### config.mk
export PLATFORM = sky130hd
export DESIGN_NAME = uart_bus_master
export DESIGN_NICKNAME = d
export VERILOG_FILES = /design/src/rtl/uart_bus_master_pkg.sv /design/src/rtl/uart_rx_byte.sv /design/src/rtl/uart_bus_master.sv
export SDC_FILE = /design/constraint.sdc
export NUM_CORES = 1
export LEC_CHECK = 0
export CAP_MARGIN = 20
export CORE_UTILIZATION = 59
export CTS_CLUSTER_SIZE = 12
export DETAILED_ROUTE_END_ITERATION = 16
export HOLD_SLACK_MARGIN = 0.15
export PLACE_DENSITY = 0.9
export SYNTH_ARGS = -nofsm -noshare
export SYNTH_HDL_FRONTEND = slang
export SYNTH_SLANG_ARGS = --single-unit
### constraint.sdc
create_clock -name clk -period 10.3 [get_ports clk]
set_input_delay 1.545 -clock clk [delete_from_list [all_inputs] [get_ports clk]]
set_output_delay 1.545 -clock clk [all_outputs]
set_load 0.01 [all_outputs]
### src/rtl/uart_bus_master_pkg.sv
// Shared opcodes, response codes and state encodings
// for the serial debug bus master.
package uart_bus_master_pkg;

  localparam logic [7:0] OP_READ  = 8'h52;
  localparam logic [7:0] OP_WRITE = 8'h57;

  localparam logic [7:0] RSP_OK  = 8'h4B;
  localparam logic [7:0] RSP_ERR = 8'h45;
  localparam logic [7:0] RSP_BAD = 8'h3F;

  typedef enum logic [2:0] {
    ST_IDLE,
    ST_GET_ADDR,
    ST_GET_DATA,
    ST_BUS,
    ST_RESP
  } state_t;

  typedef enum logic [1:0] {
    RX_IDLE,
    RX_START,
    RX_DATA,
    RX_STOP
  } rx_state_t;

endpackage

### src/rtl/uart_rx_byte.sv
// 8N1 byte receiver: synchronizer, start confirm,
// mid-bit sampling and stop-bit framing check.
module uart_rx_byte
  import uart_bus_master_pkg::*;
#(
  parameter int CLK_DIV = 104
) (
  input  logic       clk,
  input  logic       reset,
  input  logic       rx,
  output logic       byte_valid,
  output logic [7:0] byte_data,
  output logic       frame_err
);

  localparam int CW = $clog2(CLK_DIV);
  localparam logic [CW-1:0] HALF = CW'(CLK_DIV / 2 - 1);
  localparam logic [CW-1:0] FULL = CW'(CLK_DIV - 1);

  logic          s1, s2, s_prev;
  logic          fall;
  logic          cnt_wrap;
  logic          tick;
  rx_state_t     st, nst;
  logic [CW-1:0] cnt;
  logic [2:0]    bit_idx;
  logic [7:0]    sh;

  always_ff @(posedge clk or posedge reset) begin
    if (reset) begin
      s1     <= 1'b1;
      s2     <= 1'b1;
      s_prev <= 1'b1;
    end else begin
      s1     <= rx;
      s2     <= s1;
      s_prev <= s2;
    end
  end

  assign fall = s_prev & ~s2;
  assign tick = cnt == FULL;
  assign cnt_wrap = (st == RX_START) ? (cnt == HALF) : tick;

  always_ff @(posedge clk or posedge reset) begin
    if (reset) st <= RX_IDLE;
    else       st <= nst;
  end

  always_comb begin
    nst = st;
    unique case (st)
      RX_IDLE:  if (fall) nst = RX_START;
      RX_START: if (cnt == HALF) nst = s2 ? RX_IDLE : RX_DATA;
      RX_DATA:  if (tick && bit_idx == 3'd7) nst = RX_STOP;
      RX_STOP:  if (tick) nst = RX_IDLE;
      default:  nst = RX_IDLE;
    endcase
  end

  always_comb begin
    byte_valid = 1'b0;
    frame_err  = 1'b0;
    if (st == RX_STOP && tick) begin
      byte_valid = s2;
      frame_err  = ~s2;
    end
  end

  always_ff @(posedge clk or posedge reset) begin
    if (reset) begin
      cnt     <= '0;
      bit_idx <= '0;
      sh      <= '0;
    end else begin
      if (st == RX_IDLE || cnt_wrap) cnt <= '0;
      else                           cnt <= cnt + 1'b1;
      if (st == RX_START) bit_idx <= '0;
      if (st == RX_DATA && tick) begin
        sh      <= {s2, sh[7:1]};
        bit_idx <= bit_idx + 1'b1;
      end
    end
  end

  assign byte_data = sh;

endmodule

### src/rtl/uart_bus_master.sv
// Serial command bridge issuing single 32-bit bus
// reads/writes and returning results over tx.
module uart_bus_master
  import uart_bus_master_pkg::*;
#(
  parameter int CLK_DIV       = 104,
  parameter int FRAME_TIMEOUT = 100000,
  parameter int BUS_TIMEOUT   = 1024
) (
  input  logic        clk,
  input  logic        reset,
  input  logic        rx,
  output logic        tx,
  output logic        valid,
  input  logic        ready,
  output logic [3:0]  wstrb,
  output logic [31:0] addr,
  output logic [31:0] wdata,
  input  logic [31:0] rdata,
  output logic        busy
);

  localparam int CW = $clog2(CLK_DIV);
  localparam int FW = $clog2(FRAME_TIMEOUT + 1);
  localparam int BW = $clog2(BUS_TIMEOUT + 1);
  localparam logic [CW-1:0] FULL   = CW'(CLK_DIV - 1);
  localparam logic [FW-1:0] F_MAX  = FW'(FRAME_TIMEOUT);
  localparam logic [BW-1:0] B_LAST = BW'(BUS_TIMEOUT - 1);

  logic          byte_valid;
  logic          frame_err;
  logic [7:0]    byte_data;

  state_t        st, nst;
  logic          is_wr;
  logic [1:0]    idx;
  logic [FW-1:0] gap;
  logic [BW-1:0] bcnt;
  logic          op_ok, gap_hit, bus_hit, in_frame;

  logic [9:0]    tsh;
  logic [CW-1:0] tcnt;
  logic [3:0]    tbits;
  logic [23:0]   rbuf;
  logic [1:0]    rleft;
  logic          tx_done;

  logic          tx_load;
  logic [7:0]    tx_byte;
  logic [23:0]   ld_buf;
  logic [1:0]    ld_left;

  uart_rx_byte #(
    .CLK_DIV(CLK_DIV)
  ) u_rx (
    .clk       (clk),
    .reset     (reset),
    .rx        (rx),
    .byte_valid(byte_valid),
    .byte_data (byte_data),
    .frame_err (frame_err)
  );

  assign op_ok    = byte_data == OP_READ || byte_data == OP_WRITE;
  assign gap_hit  = gap == F_MAX;
  assign bus_hit  = bcnt == B_LAST;
  assign in_frame = st == ST_GET_ADDR || st == ST_GET_DATA;
  assign tx_done  = tbits == 4'd1 && tcnt == FULL;

  always_ff @(posedge clk or posedge reset) begin
    if (reset) st <= ST_IDLE;
    else       st <= nst;
  end

  always_comb begin
    nst = st;
    unique case (st)
      ST_IDLE:
        if (byte_valid) nst = op_ok ? ST_GET_ADDR : ST_RESP;
      ST_GET_ADDR:
        if (frame_err || gap_hit) nst = ST_IDLE;
        else if (byte_valid && idx == 2'd3)
          nst = is_wr ? ST_GET_DATA : ST_BUS;
      ST_GET_DATA:
        if (frame_err || gap_hit) nst = ST_IDLE;
        else if (byte_valid && idx == 2'd3) nst = ST_BUS;
      ST_BUS:
        if (ready || bus_hit) nst = ST_RESP;
      ST_RESP:
        if (tx_done && rleft == 2'd0) nst = ST_IDLE;
      default: nst = ST_IDLE;
    endcase
  end

  // First response byte is loaded on the deciding edge so the
  // start bit appears the cycle after ready.
  always_comb begin
    tx_load = 1'b0;
    tx_byte = RSP_OK;
    ld_buf  = rbuf;
    ld_left = rleft;
    unique case (st)
      ST_IDLE:
        if (byte_valid && !op_ok) begin
          tx_load = 1'b1;
          tx_byte = RSP_BAD;
          ld_left = 2'd0;
        end
      ST_BUS:
        if (ready) begin
          tx_load = 1'b1;
          if (is_wr) begin
            tx_byte = RSP_OK;
            ld_left = 2'd0;
          end else begin
            tx_byte = rdata[7:0];
            ld_buf  = rdata[31:8];
            ld_left = 2'd3;
          end
        end else if (bus_hit) begin
          tx_load = 1'b1;
          tx_byte = RSP_ERR;
          ld_left = 2'd0;
        end
      ST_RESP:
        if (tx_done && rleft != 2'd0) begin
          tx_load = 1'b1;
          tx_byte = rbuf[7:0];
          ld_buf  = {8'h00, rbuf[23:8]};
          ld_left = rleft - 1'b1;
        end
      default: tx_load = 1'b0;
    endcase
  end

  assign valid = st == ST_BUS;
  assign wstrb = (valid && is_wr) ? 4'hF : 4'h0;
  assign busy  = st != ST_IDLE;
  assign tx    = (tbits != 4'd0) ? tsh[0] : 1'b1;

  always_ff @(posedge clk or posedge reset) begin
    if (reset) begin
      is_wr <= 1'b0;
      idx   <= '0;
      addr  <= '0;
      wdata <= '0;
      gap   <= '0;
      bcnt  <= '0;
    end else begin
      if (st == ST_IDLE && byte_valid) begin
        is_wr <= byte_data == OP_WRITE;
        idx   <= '0;
      end
      if (st == ST_GET_ADDR && byte_valid) begin
        addr[8*idx +: 8] <= byte_data;
        idx <= idx + 1'b1;
      end
      if (st == ST_GET_DATA && byte_valid) begin
        wdata[8*idx +: 8] <= byte_data;
        idx <= idx + 1'b1;
      end
      if (!in_frame || byte_valid) gap <= '0;
      else if (!gap_hit)           gap <= gap + 1'b1;
      if (st != ST_BUS)  bcnt <= '0;
      else if (!bus_hit) bcnt <= bcnt + 1'b1;
    end
  end

  always_ff @(posedge clk or posedge reset) begin
    if (reset) begin
      tsh   <= '1;
      tcnt  <= '0;
      tbits <= '0;
      rbuf  <= '0;
      rleft <= '0;
    end else if (tx_load) begin
      tsh   <= {1'b1, tx_byte, 1'b0};
      tcnt  <= '0;
      tbits <= 4'd10;
      rbuf  <= ld_buf;
      rleft <= ld_left;
    end else if (tbits != 4'd0) begin
      if (tcnt == FULL) begin
        tcnt  <= '0;
        tsh   <= {1'b1, tsh[9:1]};
        tbits <= tbits - 1'b1;
      end else begin
        tcnt <= tcnt + 1'b1;
      end
    end
  end

endmodule

==> flow_metrics.py, run 1 <==
metrics = {
    "critical_path": {
        "cp_max_fo": 17,
        "crit_start": "st[2]",
        "worstPathCellList": "nand3b_1 > inv_2 > and2_1 > clkdlybuf4s50_1",
        "r2r_slack_ns": 7.07,
        "slowest_stage": "clkdlybuf4s50_1",
        "reg2reg_depth": 6,
        "rr_startpoint": "st[2]",
        "cp.arrival_ns": 2.57,
        "critPathMaxStageDelay_ns": 0.56,
        "crit_type": "register to output pin",
        "cp-end-kind": "output pin",
        "rr_endpoint": "tsh[4]",
        "critPathRequiredTime_ns": 8.76,
        "cp-start-kind": "register",
    },
    "clock_tree": {
        "htreeDepth": 4,
        "cts_tree": "built",
        "clock-root-buffer": "clkbuf_16",
        "cts.repair.resized": 0,
        "cts.sinks": 167,
        "cts.path.max_buffers": 2,
        "clk_pin_slew_ns": 0.06,
        "insertion_delay_ns": 0.43,
        "cts_hold_buf": 0,
        "cts_buffers": 17,
        "postCtsSetupRepairBufs": 0,
    },
    "grt": {
        "track_usage_pct": 28.7,
        "overflow": 0,
        "grt_first_pass_wirelength_um": 31500,
        "grt_max_degree": 92,
        "antenna_found_initial": 0,
        "grt_pass1_vias": 6286,
    },
    "hold_path": {
        "hold_depth": 0,
        "hold_class": "register to register",
        "hold_end": "u_rx.s2",
        "hp-start": "u_rx.s1",
    },
    "routing": {
        "wire_per_inst_um": 19.0,
        "first_iter_violations": 822,
        "drt_wl_total_um": 19000,
        "drc": 0,
        "vias": 6241,
        "antenna_left": 0,
        "first_pass_iters": 5,
        "via_per_inst": 6.27,
    },
    "final_layout": {
        "area_growth_pct": 22.0,
        "stdcell_area_mm2": 0.00960,
        "final_cell_mix": "dfrtp_1 (155), clkdlybuf4s50_1 (106), nand2_1 (53)",
        "diodes": 0,
        "final_common_cell": "dfrtp_1",
        "fin_util_pct": 74.9,
        "nets": 862,
        "layout-drive-gt1-share_pct": 13.6,
    },
    "synthesis": {
        "yosys.area.top_type": "dfrtp_1",
        "synth_cell_types": 70,
        "synth_top_cell_area_share_pct": 49.3,
        "synthCells": 722,
        "syn_nets": 773,
        "yosys_warnings": 0,
        "synthTopCellsByArea": "dfrtp_1 (49%), mux2_2 (5.9%), dfstp_2 (4.0%), a22o_1 (2.7%), nand2_1 (2.5%)",
        "synth-edff-count": 0,
        "ys_ff_latch": 167,
        "async_reset_ff_share_pct": 100,
        "synthFlopType": "dfrtp_1",
        "seq_area_frac_synth_pct": 53.3,
        "synth_area_mm2": 0.00787,
        "avgSynthCellArea_um2": 10.9,
    },
    "die": {
        "start_util_pct": 61.4,
        "boundaryPins": 107,
        "die_x_um": 118,
        "core_mm2": 0.0128,
        "placementRows": 41,
        "dieArea_mm2": 0.0138,
        "fp.dieH_um": 118,
    },
    "sta": {
        "slew_headroom_pct": 37.6,
        "hold_viol_final": 0,
        "rsz0062_at_grt": "false",
        "max_freq_ghz": 0.243,
        "period_needed_ns": 4.11,
        "worst_slew_pin_slew_ns": 0.928,
        "hold_slack_ns": 0.356,
        "setup-violations-final": 0,
        "finClkSkew_ns": 0.00597,
        "slew_violations": 0,
        "worst_slack_ns": 6.19,
        "fin_setup_tns_ns": 0,
        "period_share_pct": 39.9,
    },
    "place": {
        "postPlaceCellArea_mm2": 0.00896,
        "gp_congestion": 0.914,
        "hpwl_um": 12500,
        "portBuffers": 106,
        "place_ws_ns": 6.15,
    },
    "power": {
        "power_leakage_nw": 4.17,
        "ir_worst_vdd_v": 0.0000996,
        "power.density_mw_per_mm2": 144,
    },
    "job": {
        "cap_violations": 0,
    },
    "status": {
        "outcome": "finished, final reports clean",
    },
}
layer usage:
layer  routed length (µm)  track usage, %
met4                  466            11.9
met5                    0               0
met1                 7580            36.4
met2                 9750            48.5
met3                 1160            5.43
Yosys cell counts, drive strengths merged, types with 19 or more instances:
| library cell | number |
|---|---|
| dfrtp | 155 |
| nand2 | 53 |
| nor2 | 52 |
| mux2 | 41 |
| o21ai | 41 |
| a21oi | 31 |
| a22o | 24 |
| and2 | 24 |
| clkbuf | 22 |
| inv | 21 |
| o22ai | 19 |
logic make-up after synthesis:
logic type               share of synthesized area [%]
AND/OR/NAND/NOR                                   16.6
flip-flops                                        53.3
AO/OA/AOI/OAI                                     14.0
buffers and inverters                             3.61
multiplexers                                      7.01
XOR/XNOR                                          3.12
adder cells (fa/ha/maj)                           2.38
layout make-up:
| cell class | instances | area [µm²] |
|---|---|---|
| timing repair buffer | 110 | 1120 |
| sequential | 167 | 4190 |
| tap | 172 | 215 |
| inverter | 21 | 83.8 |
| fill | 781 | 3220 |
| multi-input combinational | 494 | 3390 |
| clock inverter | 13 | 146 |
| clock buffer | 19 | 453 |
power breakdown:
part           total, mW  internal (mW)  switching, mW
clock network      0.639          0.372          0.267
logic             0.0606         0.0291         0.0315
registers          0.684          0.669         0.0147
worst max-delay path, delay by kind of cell (launching register included):
kind / cells / cell delay [ns]
flip-flops: 1 / 0.54
buffers and inverters: 2 / 0.85
AND/OR/NAND/NOR: 2 / 0.74
sequential cells by signal, summed over array words and instances (netlist names), 8 cells and up, named ones only:
name,flops
addr,32
gap,17
u_rx.byte_data,8
rbuf,24
bcnt,11
tsh,9
wdata,32
worst max-delay path by stage:
stage | to | slack [ns]
3_3_place_gp | rleft[0] | 6.30
5_1_grt | wstrb[1] | 6.02
3_5_place_dp | rleft[0] | 6.15
4_1_cts | wstrb[1] | 6.21
6_report | wstrb[1] | 6.19
2_1_floorplan | asynchronous set/reset pin | 4.26
per-stage QoR:
stage | power, mW | std cells
2_1_floorplan | 0.732 | 722
3_3_place_gp | 0.751 | 961
3_5_place_dp | 0.755 | 961
4_1_cts | 1.39 | 993
5_1_grt | 1.43 | 996
6_report | 1.38 | 996
Power figures use the tool's default switching activity.
==> inputs of run 2 (changes only) <==
--- a/config.mk
+++ b/config.mk
@@ -6,11 +6,11 @@
 export NUM_CORES = 1
 export LEC_CHECK = 0
 export CAP_MARGIN = 20
-export CORE_UTILIZATION = 59
+export CORE_UTILIZATION = 50
 export CTS_CLUSTER_SIZE = 12
 export DETAILED_ROUTE_END_ITERATION = 16
 export HOLD_SLACK_MARGIN = 0.15
-export PLACE_DENSITY = 0.9
+export PLACE_DENSITY = 0.82
 export SYNTH_ARGS = -nofsm -noshare
 export SYNTH_HDL_FRONTEND = slang
 export SYNTH_SLANG_ARGS = --single-unit
==> constraint.sdc (replaced) <==
create_clock -name clk -period 3.5 [get_ports clk]
set_input_delay 0.525 -clock clk [delete_from_list [all_inputs] [get_ports clk]]
set_output_delay 0.525 -clock clk [all_outputs]
set_load 0.01 [all_outputs]
==> flow_metrics.py, run 2 (same netlist as run 1, synthesis figures left out) <==
metrics = {
    "status": {
        "outcome": "finished, final reports clean",
    },
    "die": {
        "dieArea_mm2": 0.0163,
        "placementRows": 45,
        "fp.dieH_um": 127,
        "start_util_pct": 51.6,
        "die_x_um": 127,
        "boundaryPins": 107,
        "core_mm2": 0.0153,
    },
    "critical_path": {
        "crit_path_end": "wstrb[3]",
        "cp_max_fo": 17,
        "crit_start": "st[2]",
        "rr_startpoint": "tbits[1]",
        "cpLargestDelayFamily": "buffers and inverters",
        "cp-end-kind": "output pin",
        "rr_endpoint": "rbuf[10]",
        "crit_type": "register to output pin",
        "worstPathCellList": "nand3b_1 > inv_2 > and2_1 > clkdlybuf4s50_1",
        "cp-start-kind": "register",
        "path_depth": 4,
        "r2r_slack_ns": 0.76,
        "slowest_stage": "clkdlybuf4s50_1",
        "critPathMaxStageDelay_ns": 0.56,
        "crit_buf_inv": 2,
        "critPathRequiredTime_ns": 2.97,
        "cp.arrival_ns": 2.58,
        "reg2reg_depth": 8,
    },
    "routing": {
        "antenna_left": 0,
        "drc": 0,
        "vias": 5884,
        "first_pass_iters": 4,
        "via_per_inst": 5.67,
        "drt_wl_total_um": 16800,
        "first_iter_violations": 393,
        "wire_per_inst_um": 16.2,
    },
    "clock_tree": {
        "clock-root-buffer": "clkbuf_16",
        "cts.sinks": 167,
        "htreeDepth": 4,
        "clk_pin_slew_ns": 0.07,
        "insertion_delay_ns": 0.43,
        "cts_buffers": 17,
        "cts_tree": "built",
        "postCtsSetupRepairBufs": 0,
        "cts_hold_buf": 0,
        "cts.repair.resized": 0,
        "cts.path.max_buffers": 2,
    },
    "sta": {
        "worst_slew_pin_slew_ns": 1.01,
        "max_freq_ghz": 0.322,
        "finClkSkew_ns": 0.00702,
        "slew_violations": 0,
        "hold_slack_ns": 0.356,
        "hold_viol_final": 0,
        "rsz0062_at_grt": "false",
        "slew_headroom_pct": 32.4,
        "period_needed_ns": 3.11,
        "fin_setup_tns_ns": 0,
        "period_share_pct": 88.8,
        "setup-violations-final": 0,
    },
    "power": {
        "ir_worst_vdd_v": 0.000308,
        "switching_power_uw": 961,
        "p_sw_share_pct": 23.9,
        "seqPwrFrac_pct": 49.9,
        "combPwrFrac_pct": 4.3,
        "internal_power_mw": 3.06,
        "power_leakage_nw": 4.17,
        "power_mw": 4.03,
        "power.density_mw_per_mm2": 418,
        "clkPwrFrac_pct": 45.8,
    },
    "hold_path": {
        "hold_class": "register to register",
    },
    "job": {
        "cap_violations": 0,
    },
    "grt": {
        "grt_pass1_vias": 5744,
        "antenna_found_initial": 0,
        "grt_first_pass_wirelength_um": 28400,
        "grt_max_degree": 168,
        "overflow": 0,
        "track_usage_pct": 22.1,
    },
    "final_layout": {
        "final_cell_mix": "dfrtp_1 (155), clkdlybuf4s50_1 (106), nand2_1 (53)",
        "final_common_cell": "dfrtp_1",
        "diodes": 0,
        "nets": 864,
        "layout-drive-gt1-share_pct": 13.8,
        "fin_util_pct": 63.2,
        "top_regs": "addr x32, wdata x32, rbuf x24",
        "area_growth_pct": 22.4,
        "finalNonFillerCells": 1037,
    },
    "place": {
        "portBuffers": 106,
        "hpwl_um": 11100,
        "gp_congestion": 0.785,
        "dp.cells": 1005,
    },
}
run 2: layout make-up:
type,instances,area (µm²)
tap,211,264
sequential,167,4190
timing repair buffer,112,1120
clock inverter,15,159
clock buffer,17,425
inverter,21,82.6
multi-input combinational,494,3390
fill,1153,5620
run 2: metrics by stage:
step | instance area (µm²) | setup WS, ns
after floorplan | 7880 | 0.858
after global placement | 9050 | 0.859
after detailed placement | 9050 | 0.781
after CTS | 9640 | 0.402
after global routing | 9640 | 0.246
final | 9640 | 0.391
run 2: worst min path at each step:
stage | startpoint | endpoint | slack, ns | cells past startpoint
final | u_rx.s1 | u_rx.s2 | 0.36 | 0
after global routing | u_rx.s1 | u_rx.s2 | 0.36 | 0
after CTS | u_rx.s1 | u_rx.s2 | 0.36 | 0
after detailed placement | u_rx.s1 | u_rx.s2 | 0.35 | 0
after global placement | u_rx.s1 | u_rx.s2 | 0.35 | 0
after floorplan | u_rx.s1 | u_rx.s2 | 0.35 | 0
run 2: power groups by stage:
stage | Sequential [mW] | Combinational (mW) | Clock, mW
floorplan | 2.03 | 0.128 | 0
global placement | 2.04 | 0.175 | 0
CTS | 2.01 | 0.177 | 1.87
detailed placement | 2.05 | 0.175 | 0
finish | 2.01 | 0.173 | 1.84
global route | 2.02 | 0.195 | 1.96
run 2: layer usage:
metal | vias to the layer above | GRT usage, % | part of all wire [%]
li1 | 2791 | - | -
met1 | 2924 | 30.7 | 46
met2 | 150 | 34.8 | 48
met3 | 19 | 4.19 | 4.3
met4 | 0 | 7.70 | 1.5
met5 | - | 0 | 0
==> inputs of run 3 (changes only) <==
--- a/config.mk
+++ b/config.mk
@@ -6,6 +6,7 @@
 export NUM_CORES = 1
 export LEC_CHECK = 0
 export CAP_MARGIN = 20
+export CORE_MARGIN = 5
 export CORE_UTILIZATION = 50
 export CTS_CLUSTER_SIZE = 12
 export DETAILED_ROUTE_END_ITERATION = 16
@@ -13,4 +14,5 @@
 export PLACE_DENSITY = 0.82
 export SYNTH_ARGS = -nofsm -noshare
 export SYNTH_HDL_FRONTEND = slang
+export SYNTH_HIERARCHICAL = 1
 export SYNTH_SLANG_ARGS = --single-unit
==> flow_metrics.py, run 3 <==
metrics = {
    "clock_tree": {
        "cts_tree": "built",
        "cts.path.max_buffers": 2,
        "cts.repair.resized": 0,
        "clock-root-buffer": "clkbuf_16",
        "htreeDepth": 4,
        "cts_buffers": 17,
        "clk_pin_slew_ns": 0.07,
        "postCtsSetupRepairBufs": 0,
        "cts.sinks": 167,
        "insertion_delay_ns": 0.43,
        "cts_hold_buf": 0,
    },
    "routing": {
        "via_per_inst": 5.54,
        "drc": 0,
        "drt_wl_total_um": 18500,
        "antenna_left": 0,
        "first_iter_violations": 467,
        "wire_per_inst_um": 16.5,
        "vias": 6212,
        "first_pass_iters": 5,
    },
    "synthesis": {
        "avgSynthCellArea_um2": 9.93,
        "synth_top_cell_area_share_pct": 48.9,
        "async_reset_ff_share_pct": 100,
        "synthTopCellsByArea": "dfrtp_1 (49%), nand2_1 (8.1%), o21ai_0 (5.2%), dfstp_2 (4.0%), mux2_2 (2.6%)",
        "ys_ff_latch": 167,
        "synth-edff-count": 0,
        "synth_cell_types": 65,
        "synthCells": 799,
        "synthFlopType": "dfrtp_1",
        "syn_nets": 851,
        "synth_area_mm2": 0.00794,
        "seq_area_frac_synth_pct": 52.8,
        "yosys_warnings": 6,
        "ys_top_cells_by_count": "nand2_1 (171), dfrtp_1 (155), o21ai_0 (83)",
        "synth_most_common_cell": "nand2_1",
        "yosys.area.top_type": "dfrtp_1",
    },
    "power": {
        "power_leakage_nw": 4.23,
        "ir_worst_vdd_v": 0.000342,
        "power.density_mw_per_mm2": 439,
        "power_mw": 4.31,
    },
    "die": {
        "core_mm2": 0.0157,
        "placementRows": 46,
        "die_x_um": 136,
        "fp.dieH_um": 136,
        "boundaryPins": 107,
        "start_util_pct": 50.5,
        "dieArea_mm2": 0.0185,
    },
    "sta": {
        "fin_setup_tns_ns": 0,
        "hold_viol_final": 0,
        "worst_slew_pin_slew_ns": 1.01,
        "period_needed_ns": 2.93,
        "max_freq_ghz": 0.341,
        "slew_violations": 0,
        "rsz0062_at_grt": "false",
        "slew_headroom_pct": 32.2,
        "finClkSkew_ns": 0.00723,
        "setup-violations-final": 0,
        "hold_slack_ns": 0.362,
        "period_share_pct": 83.7,
    },
    "status": {
        "outcome": "finished, final reports clean",
    },
    "place": {
        "portBuffers": 106,
        "gp_congestion": 0.847,
        "hpwl_um": 12700,
    },
    "critical_path": {
        "r2r_slack_ns": 0.57,
        "cp.arrival_ns": 3.27,
        "cp-start-kind": "register",
        "crit_start": "u_rx/cnt[3]",
        "cp-end-kind": "register",
        "critPathMaxStageDelay_ns": 0.53,
        "rr_startpoint": "u_rx/cnt[3]",
        "cp_max_fo": 40,
        "critPathRequiredTime_ns": 3.84,
        "worstPathCellList": "or3b_1 > nor3_1 > and3_1 > inv_1 > a311o_1 > o211ai_2 > buf_4 > nor2_1 > a41oi_1",
        "slowest_stage": "or3b_1",
        "crit_type": "register to register",
        "reg2reg_depth": 9,
    },
    "hold_path": {
        "hold_class": "register to register",
        "hold_depth": 0,
        "hp-start": "u_rx/s1",
    },
    "final_layout": {
        "top_regs": "addr x32, wdata x32, rbuf x24",
        "diodes": 0,
        "final_cell_mix": "nand2_1 (171), dfrtp_1 (155), clkdlybuf4s50_1 (106)",
        "area_growth_pct": 23.6,
        "layout-drive-gt1-share_pct": 10.3,
        "final_common_cell": "nand2_1",
        "nets": 945,
    },
    "grt": {
        "track_usage_pct": 21.0,
        "antenna_found_initial": 0,
        "grt_pass1_vias": 6105,
        "grt_max_degree": 94,
        "grt_first_pass_wirelength_um": 30800,
        "overflow": 0,
    },
    "job": {
        "cap_violations": 0,
    },
}
[run 3: final cells by class]
class	instances	area, µm²
Clock buffer	19	453
Clock inverter	13	218
Fill cell	1230	5900
Inverter	17	67.6
Multi-Input combinational cell	577	3480
Sequential cell	167	4190
Tap cell	216	270
Timing Repair Buffer	113	1130
[run 3: report_power, final]
part / internal (mW) / switching (mW)
Combinational: 0.0935 / 0.0928
Clock: 1.32 / 0.786
Sequential: 1.98 / 0.0425
[run 3: per-stage QoR]
step / util (%) / worst slack, ns / instances / cell area, µm²
final: 62.4 / 0.570 / 1122 / 9810
after global routing: 62.4 / 0.189 / 1122 / 9810
after CTS: 62.4 / 0.567 / 1122 / 9810
after detailed placement: 58.2 / 0.576 / 1090 / 9140
after global placement: 58.2 / 0.655 / 1090 / 9140
after floorplan: - / 0.749 / 799 / 7940
[run 3: cells by family after synthesis]
logic type / synth area share, %
buffers and inverters: 3.26
xor gates and xnor gates: 3.20
and+or+nand+nor: 21.0
muxes: 5.08
adders and majority gates: 2.52
AOI/OAI and AO/OA: 12.1
DFF: 52.8
[run 3: per-layer routing]
| layer | GRT usage (%) | wire length (µm) | share of wire, % |
|---|---|---|---|
| met2 | 32.2 | 8640 | 47 |
| met5 | 0 | 0 | 0 |
| met4 | 8.12 | 412 | 2.2 |
| met1 | 28.3 | 8280 | 45 |
| met3 | 6.29 | 1150 | 6.2 |
[run 3: worst paths after layout]
kind | endpoint
max | tsh[4]
min | u_rx/s2
max reg2reg | tsh[4]
min reg2reg | u_rx/s2
max in group asynchronous | u_rx/bit_idx[0]
min in group asynchronous | wdata[24]
[run 3: worst max-delay path, delay by kind of cell (launching register included)]
family / cells / cell delay (ns)
and+or+nand+nor: 4 / 1.30
AOI/OAI and AO/OA: 3 / 0.61
buffers and inverters: 2 / 0.50
DFF: 1 / 0.42
